`config.mk`:
```
export PLATFORM = sky130hd
export DESIGN_NAME = load_data_align_unit
export DESIGN_NICKNAME = d
export VERILOG_FILES = /design/src/rtl/load_data_align_unit_pkg.sv /design/src/rtl/load_data_align_unit_lane.sv /design/src/rtl/load_data_align_unit.sv
export SDC_FILE = /design/constraint.sdc
export NUM_CORES = 2
export LEC_CHECK = 0
export ABC_AREA = 1
export CAP_MARGIN = 20
export CORE_AREA = 2 2 333 335
export DETAILED_ROUTE_END_ITERATION = 10
export DIE_AREA = 0 0 335 337
export MAX_ROUTING_LAYER = met4
export PLACE_DENSITY = 0.71
export SETUP_SLACK_MARGIN = 0.02
export SLEW_MARGIN = 40
export SYNTH_ARGS = -nofsm -noshare
export SYNTH_HDL_FRONTEND = slang
export SYNTH_SLANG_ARGS = --single-unit
```
`constraint.sdc`:
```
create_clock -name clk -period 34.4 [get_ports clk]
set_clock_uncertainty 0.15 [all_clocks]
set_input_delay 6.88 -clock clk [delete_from_list [all_inputs] [get_ports clk]]
set_output_delay 6.88 -clock clk [all_outputs]
set_load 0.05 [all_outputs]
```
`src/rtl/load_data_align_unit_pkg.sv`:
```
// Shared types and alignment/extension helpers for the load result datapath.
// Helpers work on worst-case widths; lanes zero-extend their narrower lines into them.
package LoadAlignTypes;

  typedef enum logic [1:0] {
    SIZE_BYTE  = 2'd0,
    SIZE_HALF  = 2'd1,
    SIZE_WORD  = 2'd2,
    SIZE_DWORD = 2'd3
  } MemSize;

  typedef enum logic [1:0] {
    LANE_IDLE  = 2'd0,
    LANE_BEAT1 = 2'd1,
    LANE_BEAT2 = 2'd2
  } LaneState;

  localparam int MAX_LINE_BYTES = 64;
  localparam int MAX_LINE_BITS  = MAX_LINE_BYTES * 8;
  localparam int MAX_MERGE_BITS = 2 * MAX_LINE_BITS;

  // A 32-bit datapath has no dword loads; they degrade to word accesses.
  function automatic MemSize EffSize(input MemSize size, input int dataWidth);
    return (size == SIZE_DWORD && dataWidth == 32) ? SIZE_WORD : size;
  endfunction

  function automatic logic [63:0] ShiftLine(input logic [MAX_MERGE_BITS-1:0] merged,
                                            input logic [7:0] byteOff);
    return 64'(merged >> {byteOff, 3'b000});
  endfunction

  function automatic logic [63:0] ShiftFwd(input logic [MAX_LINE_BITS-1:0] blk,
                                           input logic [7:0] byteOff);
    return 64'(blk >> {byteOff, 3'b000});
  endfunction

  function automatic logic [63:0] ExtendLoad(input logic [63:0] data, input MemSize size,
                                             input logic isSigned, input int dataWidth);
    logic [63:0] ext;
    case (EffSize(size, dataWidth))
      SIZE_BYTE: ext = {{56{isSigned & data[7]}}, data[7:0]};
      SIZE_HALF: ext = {{48{isSigned & data[15]}}, data[15:0]};
      SIZE_WORD: ext = {{32{isSigned & data[31]}}, data[31:0]};
      default:   ext = data;
    endcase
    return ext;
  endfunction

endpackage

```
`src/rtl/load_data_align_unit_lane.sv`:
```
// One load lane: stage register, IDLE/BEAT1/BEAT2 FSM and the align/extend datapath.
// A line-crossing load keeps the low line from beat 1 and merges it with beat 2's line.
module load_align_lane
  import LoadAlignTypes::*;
#(
  parameter int DATA_WIDTH = 32,
  parameter int LINE_BYTES = 16,
  parameter int FWD_BYTES  = 8,
  parameter int ADDR_WIDTH = 32
) (
  input  logic                    clk,
  input  logic                    rst,
  input  logic                    stall,
  input  logic                    flush,
  input  logic                    reqValid,
  input  logic [ADDR_WIDTH-1:0]   reqAddr,
  input  logic [1:0]              reqSize,
  input  logic                    reqSigned,
  input  logic                    fwdHit,
  input  logic [FWD_BYTES*8-1:0]  fwdData,
  input  logic                    mshrHit,
  input  logic [LINE_BYTES*8-1:0] mshrData,
  input  logic [LINE_BYTES*8-1:0] dcData,
  output logic                    reqReady,
  output logic                    secondReq,
  output logic [ADDR_WIDTH-1:0]   secondAddr,
  output logic                    respValid,
  output logic [DATA_WIDTH-1:0]   respData,
  output logic                    respSplit
);

  localparam int LINE_BITS     = LINE_BYTES * 8;
  localparam int FWD_BITS      = FWD_BYTES * 8;
  localparam int LINE_OFF_BITS = $clog2(LINE_BYTES);
  localparam int FWD_OFF_BITS  = $clog2(FWD_BYTES);

  LaneState              stateReg, stateNext;
  logic [ADDR_WIDTH-1:0] addrReg;
  MemSize                sizeReg;
  logic                  signedReg, fwdHitReg, mshrHitReg;
  logic [FWD_BITS-1:0]   fwdDataReg;
  logic [LINE_BITS-1:0]  mshrDataReg, lowLineReg;
  logic                  respValidReg, respSplitReg;
  logic [DATA_WIDTH-1:0] respDataReg;

  logic [7:0]                lineOff, fwdOff, accBytes;
  logic                      splitAcc, readyInt, accept, complete, captureLow;
  logic [LINE_BITS-1:0]      srcLine;
  logic [MAX_MERGE_BITS-1:0] merged;
  logic [MAX_LINE_BITS-1:0]  fwdWide;
  logic [63:0]               aligned;
  logic [DATA_WIDTH-1:0]     respDataNext;
  logic [ADDR_WIDTH-1:0]     lineBase;

  always_comb begin
    lineOff  = 8'(addrReg[LINE_OFF_BITS-1:0]);
    fwdOff   = 8'(addrReg[FWD_OFF_BITS-1:0]);
    accBytes = 8'd1 << EffSize(sizeReg, DATA_WIDTH);
    splitAcc = (lineOff + accBytes) > 8'(LINE_BYTES);
  end

  // A non-split op in BEAT1 retires this cycle, so a new load can overlap it.
  always_comb begin
    stateNext  = stateReg;
    readyInt   = 1'b0;
    complete   = 1'b0;
    captureLow = 1'b0;
    case (stateReg)
      LANE_IDLE:  readyInt = 1'b1;
      LANE_BEAT1: readyInt = !splitAcc;
      default:    readyInt = 1'b0;
    endcase
    accept = reqValid && readyInt;
    case (stateReg)
      LANE_IDLE: if (accept) stateNext = LANE_BEAT1;
      LANE_BEAT1: begin
        if (splitAcc) begin
          captureLow = 1'b1;
          stateNext  = LANE_BEAT2;
        end else begin
          complete  = 1'b1;
          stateNext = accept ? LANE_BEAT1 : LANE_IDLE;
        end
      end
      LANE_BEAT2: begin
        complete  = 1'b1;
        stateNext = LANE_IDLE;
      end
      default: stateNext = LANE_IDLE;
    endcase
  end

  // The MSHR stage slot holds the beat-1 line, then is reloaded for beat 2.
  always_comb begin
    srcLine = mshrHitReg ? mshrDataReg : dcData;
    merged  = '0;
    if (stateReg == LANE_BEAT2) merged[2*LINE_BITS-1:0] = {srcLine, lowLineReg};
    else                        merged[LINE_BITS-1:0]   = srcLine;
    fwdWide = '0;
    fwdWide[FWD_BITS-1:0] = fwdDataReg;
    if (stateReg == LANE_BEAT1 && fwdHitReg && !splitAcc) aligned = ShiftFwd(fwdWide, fwdOff);
    else                                                  aligned = ShiftLine(merged, lineOff);
    respDataNext = DATA_WIDTH'(ExtendLoad(aligned, sizeReg, signedReg, DATA_WIDTH));
    lineBase     = addrReg & ~ADDR_WIDTH'(LINE_BYTES - 1);
  end

  always_ff @(posedge clk or posedge rst) begin
    if (rst) begin
      stateReg     <= LANE_IDLE;
      addrReg      <= '0;
      sizeReg      <= SIZE_BYTE;
      signedReg    <= 1'b0;
      fwdHitReg    <= 1'b0;
      fwdDataReg   <= '0;
      mshrHitReg   <= 1'b0;
      mshrDataReg  <= '0;
      lowLineReg   <= '0;
      respValidReg <= 1'b0;
      respSplitReg <= 1'b0;
      respDataReg  <= '0;
    end else if (flush) begin
      stateReg     <= LANE_IDLE;
      respValidReg <= 1'b0;
      respSplitReg <= 1'b0;
    end else if (!stall) begin
      stateReg     <= stateNext;
      respValidReg <= complete;
      respSplitReg <= complete && (stateReg == LANE_BEAT2);
      if (complete) respDataReg <= respDataNext;
      if (accept) begin
        addrReg     <= reqAddr;
        sizeReg     <= MemSize'(reqSize);
        signedReg   <= reqSigned;
        fwdHitReg   <= fwdHit;
        fwdDataReg  <= fwdData;
        mshrHitReg  <= mshrHit;
        mshrDataReg <= mshrData;
      end else if (captureLow) begin
        lowLineReg  <= srcLine;
        mshrHitReg  <= mshrHit;
        mshrDataReg <= mshrData;
      end
    end
  end

  assign reqReady   = readyInt;
  assign secondReq  = captureLow && !flush;
  assign secondAddr = secondReq ? lineBase + ADDR_WIDTH'(LINE_BYTES) : '0;
  assign respValid  = respValidReg;
  assign respData   = respDataReg;
  assign respSplit  = respSplitReg;

endmodule

```
`src/rtl/load_data_align_unit.sv`:
```
// Load result datapath for the D$DATA/WB stages: LOAD_PORTS independent align lanes.
module load_data_align_unit
  import LoadAlignTypes::*;
#(
  parameter int LOAD_PORTS = 2,
  parameter int DATA_WIDTH = 32,
  parameter int LINE_BYTES = 16,
  parameter int FWD_BYTES  = 8,
  parameter int ADDR_WIDTH = 32
) (
  input  logic                                    clk,
  input  logic                                    rst,
  input  logic                                    stall,
  input  logic [LOAD_PORTS-1:0]                   flush,
  input  logic [LOAD_PORTS-1:0]                   req_valid,
  input  logic [LOAD_PORTS-1:0][ADDR_WIDTH-1:0]   req_addr,
  input  logic [LOAD_PORTS-1:0][1:0]              req_size,
  input  logic [LOAD_PORTS-1:0]                   req_signed,
  input  logic [LOAD_PORTS-1:0]                   fwd_hit,
  input  logic [LOAD_PORTS-1:0][FWD_BYTES*8-1:0]  fwd_data,
  input  logic [LOAD_PORTS-1:0]                   mshr_hit,
  input  logic [LOAD_PORTS-1:0][LINE_BYTES*8-1:0] mshr_data,
  input  logic [LOAD_PORTS-1:0][LINE_BYTES*8-1:0] dc_data,
  output logic [LOAD_PORTS-1:0]                   req_ready,
  output logic [LOAD_PORTS-1:0]                   second_req,
  output logic [LOAD_PORTS-1:0][ADDR_WIDTH-1:0]   second_addr,
  output logic [LOAD_PORTS-1:0]                   resp_valid,
  output logic [LOAD_PORTS-1:0][DATA_WIDTH-1:0]   resp_data,
  output logic [LOAD_PORTS-1:0]                   resp_split
);

  genvar gi;
  generate
    for (gi = 0; gi < LOAD_PORTS; gi++) begin : gLane
      load_align_lane #(
        .DATA_WIDTH(DATA_WIDTH),
        .LINE_BYTES(LINE_BYTES),
        .FWD_BYTES (FWD_BYTES),
        .ADDR_WIDTH(ADDR_WIDTH)
      ) uLane (
        .clk       (clk),
        .rst       (rst),
        .stall     (stall),
        .flush     (flush[gi]),
        .reqValid  (req_valid[gi]),
        .reqAddr   (req_addr[gi]),
        .reqSize   (req_size[gi]),
        .reqSigned (req_signed[gi]),
        .fwdHit    (fwd_hit[gi]),
        .fwdData   (fwd_data[gi]),
        .mshrHit   (mshr_hit[gi]),
        .mshrData  (mshr_data[gi]),
        .dcData    (dc_data[gi]),
        .reqReady  (req_ready[gi]),
        .secondReq (second_req[gi]),
        .secondAddr(second_addr[gi]),
        .respValid (resp_valid[gi]),
        .respData  (resp_data[gi]),
        .respSplit (resp_split[gi])
      );
    end
  endgenerate

endmodule
```
== Word-level counts from Yosys, hierarchy flattened ==
Cells that the tools add are included.
W data, S select, Z words.

* $add $sub $neg: 4
* Order comparisons: 2
* Equality and inequality tests: 14
* Shift-type cells: 6
* Mux-type cells: 52
* Bitwise gates (word level): 9
* Reduce and logical (&&, ||, !) cells: 30

{| class="wikitable"
|+ Operator list
! kind !! count
|-
| $mux W128 || 10
|-
| $shr A256 B7 Y32 || 2
|-
| $pmux W32 S3 || 2
|-
| $mux W32 || 4
|-
| $shr A64 B6 Y32 || 2
|-
| $add A32 B5 Y32 const B || 2
|-
| $mux W1 || 20
|-
| $mux W2 || 10
|-
| $reduce_and A3 Y1 || 6
|-
| $add A4 B8 Y8 || 2
|-
| $gt A8 B5 Y1 const B || 2
|-
| $shl A1 B2 Y8 const A || 2
|-
| $eq A2 B2 Y1 const B || 6
|-
| $logic_and A1 B1 Y1 || 10
|-
| $eq A2 B1 Y1 const B || 4
|-
| $logic_not A2 Y1 || 4
|-
| $pmux W1 S2 || 4
|-
| $pmux W2 S2 || 2
|-
| $reduce_and A4 Y1 || 2
|-
| $ne A3 B2 Y1 const B || 2
|-
| $not A1 Y1 || 5
|-
| $and A1 B1 Y1 || 4
|-
| $logic_not A1 Y1 || 4
|-
| $ne A2 B1 Y1 const B || 2
|-
| other kinds (2) || 4
|}

* Register bits: 786
* Output and inout bits: 136

== Longest topological paths before layout ==
* Depth in word-level cells: 13
* Gate-level depth with buffers: 21

== Cells and area by module ==
A second synthesis with hierarchy kept.

* Cell total of the unflattened synthesis: 7561
* Area total of the unflattened synthesis: 50251.9 µm²

{| class="wikitable"
|+ Modules (own cells, without submodules)
! module !! instances !! cells an instance !! area an instance (µm²) !! sequential area each (µm²)
|-
| load_align_lane at gLane[0].uLane || 1 || 3786 || 25140.4 || 9834.4
|-
| load_align_lane at gLane[1].uLane || 1 || 3775 || 25111.6 || 9834.4
|}

== Least setup slack after synthesis ==
OpenSTA, ideal clock, no wires.

* Kind: input -> output
* Start point: input port flush[1]
* End point: output port second_addr[50] in the netlist's numbering
* Data arrival time: 8635 ps
* Slack: 18735 ps
* Cell stages on the path: 5
* Cell sequence: inv_1 > nand2_1 > nor2_2 > clkinv_1 > a211oi_1

{| class="wikitable"
|+ RTL lines
! element !! RTL line !! source
|-
| start, declared || load_data_align_unit.sv:14 || <nowiki>input logic [LOAD_PORTS-1:0] flush,</nowiki>
|-
| end, declared || load_data_align_unit.sv:26 || <nowiki>output logic [LOAD_PORTS-1:0][ADDR_WIDTH-1:0] second_addr,</nowiki>
|}

==> impl_metrics.py <==
metrics = {
    "sta": {
        "finalMaxSlewViolations": 0,
        "finalSetupViolCount": 0,
        "hold_viol": 0,
        "tightest_slew_ns": 0.936,
        "period_minus_slack_ns": 16.95,
        "rsz0062_at_grt": "no",
        "hold-worst-slack_ns": 0.339,
        "max_freq_ghz": 0.0590,
        "slew_headroom_pct": 36.9,
        "worst_slack_ns": 17.45,
        "totalNegativeSetupSlack_ns": 0,
        "fin_crit_sh_pct": 49.3,
    },
    "flow_run": {
        "cap_viol_max_count": 0,
    },
    "synthesis": {
        "synth_top_family_by_area": "simple AND/OR/NAND/NOR gates",
        "synth-edff-count": 0,
        "synth_fa_ha_area_share_pct": 0.479,
        "synth-compound-area-share_pct": 12.8,
        "synth_top_flop_cell": "sky130_fd_sc_hd__dfrtp_1",
        "post_synthesis_instance_area_um2": 50200,
        "yosys_register_bits": 786,
        "yosys_warnings": 0,
        "library_cells_used_by_synthesis": 50,
        "per_instance_average_area_after_synthesis_um2": 6.64,
        "synth.mux.area_fraction_pct": 0.519,
        "asyncSetResetFlopFracSynth_pct": 100,
        "synth_xor_xnor_area_share_pct": 0.594,
        "postSynthCellCount": 7554,
        "synth_seq_area_share_pct": 39.2,
        "synthSimpleGateAreaFrac_pct": 37.2,
    },
    "clock_tree": {
        "cts.hold.buffers_added": 0,
        "cts_setup_buffers": 0,
        "cts_buffer_depth": 3,
        "clkTransAtPathRegs_ns": 0.06,
        "library_cell_used_as_clock_root_buffer": "sky130_fd_sc_hd__clkbuf_16",
        "tritoncts_clock_tree": "yes",
        "clock_latency_ns": 0.69,
        "tritoncts.num_buffers": 92,
        "cts-resized-gates": 0,
        "htree_depth": 3,
        "clock_sinks": 786,
    },
    "power_and_ir_drop": {
        "irDropWorstVdd_uv": 42.5,
        "power.leakage_nw": 29.9,
        "cellPowerDensity_nw_per_um2": 72.8,
    },
    "layout": {
        "area_used_by_multi_input_combinational_logic_um2": 26000,
        "register_area_um2": 19700,
        "syn2layout_area_growth_pct": 23.3,
        "layout.cells.most_common_list": "sky130_fd_sc_hd__nand2_1, sky130_fd_sc_hd__nand3_1, sky130_fd_sc_hd__clkdlybuf4s50_1, sky130_fd_sc_hd__dfrtp_1, sky130_fd_sc_hd__nor2_1",
        "finalNetCount": 8760,
        "fillCellCount": 10700,
        "share_of_layout_cells_above_drive_strength_1_pct": 4.07,
        "final_common_cell": "sky130_fd_sc_hd__nand2_1",
    },
    "floorplan": {
        "floorplan.die_area_um2": 113000,
        "fp.dieH_um": 337,
        "row_count": 122,
        "fp.dieW_um": 335,
        "top_level_ports": 857,
        "core_area_um2": 110000,
        "initial_core_util_pct": 45.8,
    },
    "global_route": {
        "grt_first_pass_wirelength_um": 330000,
        "pin_count_of_the_biggest_net_entering_global_routing": 166,
        "grt_antenna_before_repair": 30,
        "global_route.overflow_total": 0,
        "via_count_of_the_first_global_routing_pass": 51200,
        "global_route.usage.total_pct": 40.1,
    },
    "route": {
        "drt_drc_violations_left": 0,
        "wirelength_um": 225000,
        "postRouteAntennaNets": 0,
        "routed_wire_length_per_instance_um": 23.6,
        "via_count": 54900,
        "detail_route.iter0.violations": 6434,
        "drt_pass1_iterations": 9,
        "route.detailed.vias_per_inst": 5.75,
    },
    "setup_path": {
        "critical_path.startpoint_type": "primary input",
        "cp_slowest_stage_delay_ns": 0.86,
        "critical_path_required_ns": 27.37,
        "critical-path-top-cell-by-count": "sky130_fd_sc_hd__clkdlybuf4s50_1",
        "path_max_fanout": 19,
        "buf_inv_on_cp": 4,
        "r2r_setup_slack_ns": 28.78,
        "cp_cell_sequence": "clkdlybuf4s50_1 -> inv_1 -> nand2_1 -> nor2_2 -> clkinv_1 -> nor2_1 -> clkdlybuf4s50_1",
        "critical_path.slowest_cell": "sky130_fd_sc_hd__clkdlybuf4s50_1",
        "cpLargestDelayFamily": "buffers and inverters",
        "worst-endpoint-arrival_ns": 9.92,
        "crit_type": "in -> out",
        "critical_path.endpoint_type": "primary output",
    },
    "run_status": {
        "status": "finished, final reports clean",
    },
    "placement": {
        "placement.setup.worst_slack_ns": 17.50,
        "port-buffer-count": 848,
        "place.detailed.hpwl_um": 165000,
        "finalWeightedCongestion": 1.02,
    },
    "hold_path": {
        "worstHoldPathType": "reg -> reg",
    },
}
## cells in the mapped netlist (16+ instances only)
cell type	count	share of area (%)
sky130_fd_sc_hd__a31oi_1	155	1.9
sky130_fd_sc_hd__o21ai_0	507	5.1
sky130_fd_sc_hd__or2_2	54	0.67
sky130_fd_sc_hd__o21ai_1	40	0.40
sky130_fd_sc_hd__clkbuf_1	144	1.1
sky130_fd_sc_hd__dfrtp_1	786	39
sky130_fd_sc_hd__nor3_1	24	0.24
sky130_fd_sc_hd__o211ai_1	183	2.7
sky130_fd_sc_hd__buf_4	72	1.1
sky130_fd_sc_hd__nand3_1	1109	11
sky130_fd_sc_hd__buf_2	262	2.6
sky130_fd_sc_hd__buf_1	70	0.52
sky130_fd_sc_hd__inv_1	467	3.5
sky130_fd_sc_hd__a21oi_1	212	2.1
sky130_fd_sc_hd__mux2i_1	26	0.52
sky130_fd_sc_hd__xor2_1	20	0.35
sky130_fd_sc_hd__nor2_1	578	4.3
sky130_fd_sc_hd__nand2_1	2695	20
sky130_fd_sc_hd__ha_1	16	0.40
## power by group
part           leakage [nW]  switching (mW)  internal (mW)
clock network          1.54           0.430          0.610
registers              9.59           0.257           1.25
logic                  18.8            1.33          0.615
total                  29.9            2.02           2.48
## flip-flops by register name, summed over array words and instances, names as in the netlist
signal	flops
gLane.uLane.lowLineReg	256
gLane.uLane.mshrDataReg	256
gLane.uLane.fwdDataReg	128
gLane.uLane.addrReg	64
gLane.uLane.respData	64
gLane.uLane.sizeReg	4
gLane.uLane.stateReg	4
gLane.uLane.fwdHitReg	2
gLane.uLane.mshrHitReg	2
gLane.uLane.respSplit	2
gLane.uLane.respValid	2
gLane.uLane.signedReg	2
## cell type report
cell class / count / share of cell area (%)
multi-input cells: 5740 / 42.1
flip-flops and latches: 786 / 31.8
repair buffers: 923 / 15.1
clock buffers: 132 / 4.41
inverters: 478 / 2.96
well taps: 1426 / 2.88
clock inverters: 34 / 0.655
diodes: 32 / 0.129
## worst min-delay path, stage by stage, from the launching register on
cell and delay [ns]:
sky130_fd_sc_hd__dfrtp_1 0.34, sky130_fd_sc_hd__nand2_1 0.05, sky130_fd_sc_hd__o21ai_0 0.06
## layer usage
metal / part of all wire (%) / up-vias / global-route usage [%]
met4: 8.3 / 0 / 28.2
li1: - / 25500 / -
met2: 46 / 2757 / 61.9
met3: 8.4 / 648 / 6.46
met5: 0 / - / -
met1: 38 / 26000 / 47.9
## cells by family (layout without fill, tap and decap cells)
family	Yosys count	count (layout)
simple gates	4516	4516
compound gates	1136	1136
buf+inv	1037	1567
flops	786	786
xor+xnor	34	34
mux	26	26
fa+ha+maj	18	18
other cells	1	42
## through the flow
step	total power [mW]	instances	instance area, µm²	util (%)
6_report	4.50	9551	61900	56.4
5_1_grt	4.74	9546	61800	56.4
4_1_cts	4.47	9518	61700	56.3
3_5_place_dp	3.42	9352	58600	53.5
3_3_place_gp	3.38	9343	58300	53.2
2_1_floorplan	2.69	7563	50200	-
## final timing paths
check                                                             end  cells after the start                                startpoint
max                                                   second_addr[55]                      7                                  flush[1]
min                          gLane[0].uLane.fwdDataReg[7]$_DFFE_PP0P_                      2  gLane[0].uLane.fwdDataReg[7]$_DFFE_PP0P_
max reg2reg                 gLane[1].uLane.lowLineReg[37]$_DFFE_PP0P_                     15     gLane[1].uLane.addrReg[0]$_DFFE_PP0P_
min reg2reg                  gLane[0].uLane.fwdDataReg[7]$_DFFE_PP0P_                      2  gLane[0].uLane.fwdDataReg[7]$_DFFE_PP0P_
max in group asynchronous      gLane[0].uLane.addrReg[21]$_DFFE_PP0P_                      5                                       rst
min in group asynchronous  gLane[1].uLane.mshrDataReg[30]$_DFFE_PP0P_                      2                                       rst
Note: power is estimated with default switching activity, not from simulation.
